===== src/rtl/soldier_walker.sv =====
// soldier_walker: moves a sprite back and forth between two horizontal bounds.
// On each motion tick the sprite advances by `step` pixels. When it reaches a
// bound it is clamped to that bound and pulses `bounce`. It then waits
// PAUSE_TICKS+1 ticks; the last of those ticks reverses the heading.
// The renderer sees a position that is latched once per frame, so it never
// changes in the middle of a frame.
//
// Ports
//   clk          rising-edge clock
//   rst          synchronous, active-low reset
//   enable       walker active; low returns to IDLE
//   tick         one-cycle motion strobe
//   frame_start  one-cycle pulse at the start of vertical blank
//   dir_init     start heading (1 = right, 0 = left)
//   left_bound   minimum position
//   right_bound  maximum position
//   step         pixels per tick (0 = stationary)
//   pos_h        frame-latched position for the renderer
//   valid        sprite visible (frame-latched)
//   dir          current heading (1 = right)
//   bounce       one-cycle pulse when a bound is reached
module soldier_walker #(
   parameter int unsigned PAUSE_TICKS = 4
) (
   input  logic       clk,
   input  logic       rst,
   input  logic       enable,
   input  logic       tick,
   input  logic       frame_start,
   input  logic       dir_init,
   input  logic [9:0] left_bound,
   input  logic [9:0] right_bound,
   input  logic [3:0] step,
   output logic [9:0] pos_h,
   output logic       valid,
   output logic       dir,
   output logic       bounce
);

   localparam int unsigned POS_W = 10;
   localparam int unsigned CNT_W = 4;
   localparam int unsigned EXT_W = POS_W + 1;

   typedef enum logic [1:0] {
      IDLE   = 2'd0,
      WALK_R = 2'd1,
      WALK_L = 2'd2,
      PAUSE  = 2'd3
   } state_t;

   state_t             state;
   logic [POS_W-1:0]   pos;
   logic [CNT_W-1:0]   pause_cnt;

   // One extra bit keeps pos+step from wrapping and lets pos-step go negative
   logic [EXT_W-1:0]        sum_r;
   logic signed [EXT_W-1:0] diff_l;
   logic                    hit_r;
   logic                    hit_l;

   assign sum_r  = {1'b0, pos} + {7'd0, step};
   assign diff_l = $signed({1'b0, pos}) - $signed({7'd0, step});
   assign hit_r  = (sum_r >= {1'b0, right_bound});
   assign hit_l  = (diff_l <= $signed({1'b0, left_bound}));

   // Walker state, internal position and all registered outputs
   always_ff @(posedge clk) begin
      if (!rst) begin
         state     <= IDLE;
         pos       <= '0;
         pause_cnt <= '0;
         pos_h     <= '0;
         valid     <= 1'b0;
         dir       <= 1'b1;
         bounce    <= 1'b0;
      end else begin
         bounce <= 1'b0;

         // Renderer copy uses pre-edge values so a coincident tick shows next frame
         if (frame_start) begin
            pos_h <= pos;
            valid <= (state != IDLE);
         end

         if (!enable) begin
            state     <= IDLE;
            pause_cnt <= '0;
         end else begin
            case (state)
               IDLE: begin
                  if (left_bound < right_bound) begin
                     pos       <= dir_init ? left_bound : right_bound;
                     dir       <= dir_init;
                     pause_cnt <= '0;
                     state     <= dir_init ? WALK_R : WALK_L;
                  end else begin
                     pos <= left_bound;
                  end
               end

               WALK_R: begin
                  if (tick) begin
                     if (hit_r) begin
                        pos    <= right_bound;
                        bounce <= 1'b1;
                        state  <= PAUSE;
                     end else begin
                        pos <= POS_W'(sum_r);
                     end
                  end
               end

               WALK_L: begin
                  if (tick) begin
                     if (hit_l) begin
                        pos    <= left_bound;
                        bounce <= 1'b1;
                        state  <= PAUSE;
                     end else begin
                        pos <= POS_W'(diff_l);
                     end
                  end
               end

               PAUSE: begin
                  // The tick that finds the count already at PAUSE_TICKS reverses
                  if (tick) begin
                     if (pause_cnt == CNT_W'(PAUSE_TICKS)) begin
                        pause_cnt <= '0;
                        dir       <= ~dir;
                        state     <= dir ? WALK_L : WALK_R;
                     end else begin
                        pause_cnt <= pause_cnt + CNT_W'(1);
                     end
                  end
               end

               default: state <= IDLE;
            endcase
         end
      end
   end

endmodule


===== config.mk =====
export PLATFORM = sky130hd
export DESIGN_NAME = soldier_walker
export DESIGN_NICKNAME = d
export VERILOG_FILES = /design/src/rtl/soldier_walker.sv
export SDC_FILE = /design/constraint.sdc
export NUM_CORES = 1
export LEC_CHECK = 0
export ABC_AREA = 0
export CAP_MARGIN = 20
export CELL_PAD_IN_SITES_DETAIL_PLACEMENT = 0
export CELL_PAD_IN_SITES_GLOBAL_PLACEMENT = 1
export CORE_MARGIN = 3
export CORE_UTILIZATION = 48
export DETAILED_ROUTE_END_ITERATION = 16
export DONT_BUFFER_PORTS = 1
export PLACE_DENSITY = 0.88
export SLEW_MARGIN = 20
export SYNTH_ARGS = -nofsm -noshare
export SYNTH_HDL_FRONTEND = slang
export SYNTH_SLANG_ARGS = --single-unit

===== constraint.sdc =====
create_clock -name clk -period 4.6 [get_ports clk]
set_input_delay 0.92 -clock clk [delete_from_list [all_inputs] [get_ports clk]]
set_output_delay 0.92 -clock clk [all_outputs]
set_load 0.05 [all_outputs]

==> impl_metrics.json, run 1 <==
{
  "outcome": "completed",
  "yosysSeqAreaShare": 0.189,
  "drv_cap": 0,
  "p_int_uw": 617,
  "hold_path.class": "reg -> reg",
  "fill_cells": 601,
  "cp_cell_sequence": "ha_1, inv_1, fa_1, nor3_1, a211o_1, nand3_1, xnor2_1, ha_1, a21o_1, a221oi_1, o21a_1, mux2_2, a221oi_1, o21ai_1",
  "final_util": 0.527,
  "skew_ns": 0.0133,
  "final_max_slew_viol_count": 0,
  "grt_pass1_vias": 2531,
  "syn_avg_cell_area_um2": 8.12,
  "startpoint_type": "input port",
  "crit_buf_inv": 1,
  "die_y_um": 86.0,
  "multi_input_area_um2": 2230,
  "postCtsSetupBuffers": 0,
  "cts_buffer_depth": 2,
  "ctsHoldBuffers": 0,
  "ant_nets": 0,
  "clock_sinks": 29,
  "regArea_um2": 581,
  "vias_per_cell": 5.97,
  "busiest_layer": "met2",
  "final-setup-viol-count": 0,
  "grt_max_degree": 24,
  "dr.pass1.iters": 5,
  "ys_types": 54,
  "synth_edf_count": 0,
  "num_rows": 28,
  "slew_headroom": 0.294,
  "crit_cells": 14,
  "area_growth_pct": 4.16,
  "crit_family": "compound AO/OA/AOI/OAI gates",
  "ctsResizeCount": 0,
  "worstPathMaxFanout": 10,
  "synth_common_cells": "inv_1 (46), ha_1 (45), dfxtp_1 (29), o21ai_0 (29), nor2_1 (26)",
  "critPathRequiredTime_ns": 4.77,
  "gp_congestion": 0.921,
  "post-route-drc-count": 0,
  "antenna_found_initial": 0,
  "criticalPathCategory": "in -> reg",
  "wl_mm": 7.73,
  "synth_nets": 455,
  "cts_tree": "built",
  "start_util": 0.506,
  "met1_usage": 0.310,
  "synth_area_leader_cell": "dfxtp_1",
  "vias": 2674,
  "yosys.area.top_type_share": 0.189,
  "htreeDepth": 2,
  "use_met3": 0.0509,
  "yosysWarningCount": 0,
  "fin_crit_ns": 4.10,
  "p_per_area_nw_per_um2": 336,
  "hold_depth": 2,
  "dieArea_um2": 7390,
  "p_switching_uw": 457,
  "drt-initial-drc-count": 281,
  "cts_root_buf": "clkbuf_8",
  "ioPinCount": 43,
  "use_met2": 0.320,
  "worst_slew_pin_slew_ns": 1.05,
  "min_period_over_period": 0.892,
  "synthTopCellsByArea": "dfxtp_1 (19%), ha_1 (18%), mux2i_1 (7.5%), inv_1 (5.6%), o21ai_0 (4.7%)",
  "critPathSlowestCell": "o21a_1",
  "power.leakage_uw": 0.00149,
  "placeableCoreArea_um2": 6060,
  "synth_area_um2": 3070,
  "end_kind": "flip-flop",
  "p_sw_frac": 0.425,
  "vdd_drop_max_uv": 162,
  "slowest_delay_ns": 0.45,
  "finalHoldViolCount": 0,
  "finalNetCount": 450,
  "clkPwrFrac": 0.202,
  "cts_buffers": 5,
  "port_buffers": 0,
  "grt-ovfl-total": 0,
  "seqPwrFrac": 0.309,
  "wl_per_cell_um": 17.3,
  "yosysMostFrequentCell": "inv_1",
  "reg2regPathDepth": 14,
  "final.setup.tns_ns": 0,
  "hpwl_mm": 6.16,
  "die_x_um": 86.0,
  "fmax_mhz": 244,
  "drive_gt1_frac": 0.0938,
  "p_comb_frac": 0.489,
  "n_antenna_cell": 0,
  "ys.flop_type": "dfxtp_1",
  "clk_pin_slew_ns": 0.06,
  "syn-instance-count": 378,
  "async_flop_share": 0,
  "grt_usage": 0.215,
  "ys_seq_elements": 29,
  "cp.arrival_ns": 4.27,
  "rsz0062_at_grt": "false",
  "grt_pass1_wl_mm": 12.7,
  "clk_latency_ns": 0.29
}
-- power by group through the flow --
stage	combinational [uW]	clock, uW	sequential [uW]
2_1_floorplan	431	0	316
3_3_place_gp	512	0	336
3_5_place_dp	516	0	337
4_1_cts	520	225	331
5_1_grt	591	235	336
6_report	525	217	332
-- cells in the final DEF, fill, tap and decap left out, types with 4 or more instances in the layout --
master and instances:
buf_4 5, o21ai_0 29, a221oi_2 8, nand3_1 7, a21oi_1 18, inv_1 46
nand2b_1 7, nand2_1 23, o21ai_1 15, ha_1 45, xor2_1 5, clkbuf_8 6
or3_1 4, mux2_2 9, o21a_1 4, nor2_1 26, mux2i_1 23, a211oi_1 5
dfxtp_1 29, xnor2_1 10
-- cells by family after synthesis --
| family | share of synthesized area |
|---|---|
| buffers and inverters | 0.0856 |
| AOI/OAI and AO/OA | 0.237 |
| xor gates and xnor gates | 0.0428 |
| DFF | 0.189 |
| and+or+nand+nor | 0.141 |
| muxes | 0.108 |
| adders and majority gates | 0.196 |
-- registers in the layout (all words and copies together), names as in the netlist --
name / cells
pos: 10
pos_h: 10
state: 2
bounce: 1
pause_cnt: 4
valid: 1
dir: 1
-- worst min-delay path: cells and delay by family, from the launching register on --
family | cells | cell delay, ns
DFF | 1 | 0.35
and+or+nand+nor | 1 | 0.07
AOI/OAI and AO/OA | 1 | 0.06
-- final cells by class --
class                      count  area share
inverter                      46      0.0540
multi-input combinational    286       0.696
timing repair buffer           5      0.0117
tap                           75      0.0294
sequential                    29       0.182
clock buffer                   7      0.0270
-- per-layer routing --
| layer | vias up | wire length [um] |
|---|---|---|
| li1 | 1334 | - |
| met1 | 1241 | 3720 |
| met2 | 90 | 3240 |
| met3 | 9 | 675 |
| met4 | 0 | 99 |
| met5 | - | 0 |
-- path summary, 6_finish.rpt --
path           start     end  slack [ns]
min reg2reg   pos[0]  pos[0]        0.53
max reg2reg   pos[0]  pos[4]        0.69
max          step[0]  pos[4]        0.50
min           pos[0]  pos[0]        0.53
-- per-stage QoR --
step	power (uW)	instance area (um^2)	hold WS (ns)	setup slack, ns	instances
floorplan	747	3070	0.459	0.530	378
global placement	848	3110	0.497	0.299	441
detailed placement	853	3110	0.508	0.241	441
CTS	1080	3200	0.525	0.545	448
global route	1160	3200	0.551	0.334	448
finish	1070	3200	0.528	0.495	448
Note: power is estimated with default switching activity, not from simulation.
==> run 2: changes to the inputs <==
Settings changed: PLACE_DENSITY 0.88 to 0.86.
==> run 2 against run 1 <==
Net effect: global-route usage increased by 0.79 points; clock power decreased by 4%; design area decreased by 0.39%; cell count decreased by 0.22%; sequential share of layout area increased by 0.071 points; count of clock-buffer cells in the layout decreased by 1; register-to-register slack improved by 0.04 ns; sequential cell count unchanged; critical path depth increased by 1; largest cell class unchanged.
==> impl_metrics.json, run 2 (synthesis gave the netlist of run 1 again) <==
{
  "n_antenna_cell": 0,
  "critPathRequiredTime_ns": 4.77,
  "regToRegEndpoint": "pos[2]",
  "slowest_delay_ns": 0.52,
  "ioPinCount": 43,
  "skew_ns": 0.0122,
  "p_per_area_nw_per_um2": 335,
  "crit_buf_inv": 2,
  "worst_hold_slack_ns": 0.513,
  "regArea_um2": 581,
  "gp_congestion": 0.854,
  "r2r_slack_ns": 0.73,
  "clk_latency_ns": 0.29,
  "dieArea_um2": 7390,
  "hpwl_mm": 6.30,
  "wl_per_cell_um": 17.7,
  "grt_pass1_wl_mm": 13.1,
  "hold_path.class": "reg -> reg",
  "fill_cells": 604,
  "vias": 2617,
  "antenna_found_initial": 0,
  "outcome": "completed",
  "ant_nets": 0,
  "fmax_mhz": 243,
  "grt-ovfl-total": 0,
  "startpoint_type": "input port",
  "post-route-drc-count": 0,
  "wl_mm": 7.92,
  "end_kind": "flip-flop",
  "area_growth_pct": 3.75,
  "clk_pin_slew_ns": 0.07,
  "cp.arrival_ns": 4.29,
  "grt_pass1_vias": 2614,
  "drive_gt1_frac": 0.0941,
  "grt_max_degree": 24,
  "final.setup.tns_ns": 0,
  "finalHoldViolCount": 0,
  "ctsResizeCount": 0,
  "die_y_um": 86.0,
  "reg.largest.list": "pos: 10 flops, pos_h: 10 flops, pause_cnt: 4 flops",
  "postCtsSetupBuffers": 0,
  "layout_common_cells": "inv_1 (46), ha_1 (45), o21ai_0 (29), dfxtp_1 (29), nor2_1 (26)",
  "cts_tree": "built",
  "drt-initial-drc-count": 182,
  "final-setup-viol-count": 0,
  "clock_sinks": 29,
  "min_period_over_period": 0.895,
  "drv_cap": 0,
  "cts_buffers": 5,
  "fin_crit_ns": 4.12,
  "cts_root_buf": "clkbuf_8",
  "multi_input_area_um2": 2230,
  "start_util": 0.506,
  "whs_endpoint": "pos[0]",
  "htreeDepth": 2,
  "vias_per_cell": 5.85,
  "hold_depth": 2,
  "criticalPathCategory": "in -> reg",
  "slew_headroom": 0.507,
  "reg2regPathDepth": 14,
  "layout_commonest_cell": "inv_1",
  "placeableCoreArea_um2": 6060,
  "crit_family": "compound AO/OA/AOI/OAI gates",
  "critPathSlowestCell": "or3b_2",
  "num_rows": 28,
  "dr.pass1.iters": 4,
  "die_x_um": 86.0,
  "worstPathMaxFanout": 13,
  "port_buffers": 0,
  "rsz0062_at_grt": "false",
  "power.leakage_uw": 0.00148,
  "worst_slew_pin_slew_ns": 0.740,
  "ctsHoldBuffers": 0,
  "cts_buffer_depth": 2,
  "cp_cell_sequence": "inv_1, ha_1, or3b_2, a31oi_1, o21ai_0, xnor2_1, ha_1, nand2_1, o21ai_0, a21oi_1, o21a_1, buf_4, mux2_2, a221oi_2, o21ai_1",
  "finalNetCount": 448,
  "grt_usage": 0.223,
  "r2r_start": "pos[2]",
  "final_max_slew_viol_count": 0,
  "hold_path.startpoint": "pos[0]",
  "vdd_drop_max_uv": 229
}
run 2: cell types whose count changed in the layout (fill, tap and decap cells not counted):
cell	previous run	this run
buf_4	5	3
clkinv_2	0	2
a31oi_1	3	2
a31oi_2	0	1
clkbuf_8	6	5
run 2: metrics by stage:
step	power [uW]	std cells	instance area, um^2	setup slack (ns)	utilization
final	1070	447	3180	0.482	0.525
after global routing	1150	447	3180	0.231	0.525
after CTS	1070	447	3180	0.517	0.524
after detailed placement	857	439	3100	0.215	0.511
after global placement	843	439	3100	0.267	0.511
after floorplan	747	378	3070	0.530	-
run 2: worst max path at each step:
stage | from | to | cells after the start | slack (ns)
2_1_floorplan | step[2] | pos[3] | 15 | 0.53
3_3_place_gp | step[2] | pos[7] | 15 | 0.27
3_5_place_dp | step[2] | pos[2] | 15 | 0.22
4_1_cts | step[2] | pos[2] | 15 | 0.52
5_1_grt | step[2] | pos[2] | 13 | 0.23
6_report | step[2] | pos[2] | 15 | 0.48
run 2: final cells by class:
cell class / instances / area share
Clock buffer: 6 / 0.0228
Clock inverter: 2 / 0.00314
Inverter: 46 / 0.0542
Multi-Input combinational cell: 286 / 0.701
Sequential cell: 29 / 0.182
Tap cell: 75 / 0.0295
Timing Repair Buffer: 3 / 0.00707
run 2: routing by layer:
metal	GRT usage	up-vias	share of wire
li1	-	1333	-
met5	0	-	0
met4	0.0777	0	0.019
met2	0.330	63	0.43
met3	0.0384	11	0.068
met1	0.324	1210	0.48
run 2: worst reg2reg max path: cells and delay by family, from the launching register on:
family / cells / cell delay [ns]
DFF: 1 / 0.44
AOI/OAI and AO/OA: 7 / 1.21
and+or+nand+nor: 2 / 0.60
adders and majority gates: 2 / 0.65
xor gates and xnor gates: 1 / 0.27
buffers and inverters: 1 / 0.22
muxes: 1 / 0.38
run 2: where the power goes:
group / internal, uW / leakage, uW / switching, uW
logic: 223 / 0.00120 / 306
registers: 273 / 0.000237 / 58.2
clock network: 105 / 0.0000450 / 104
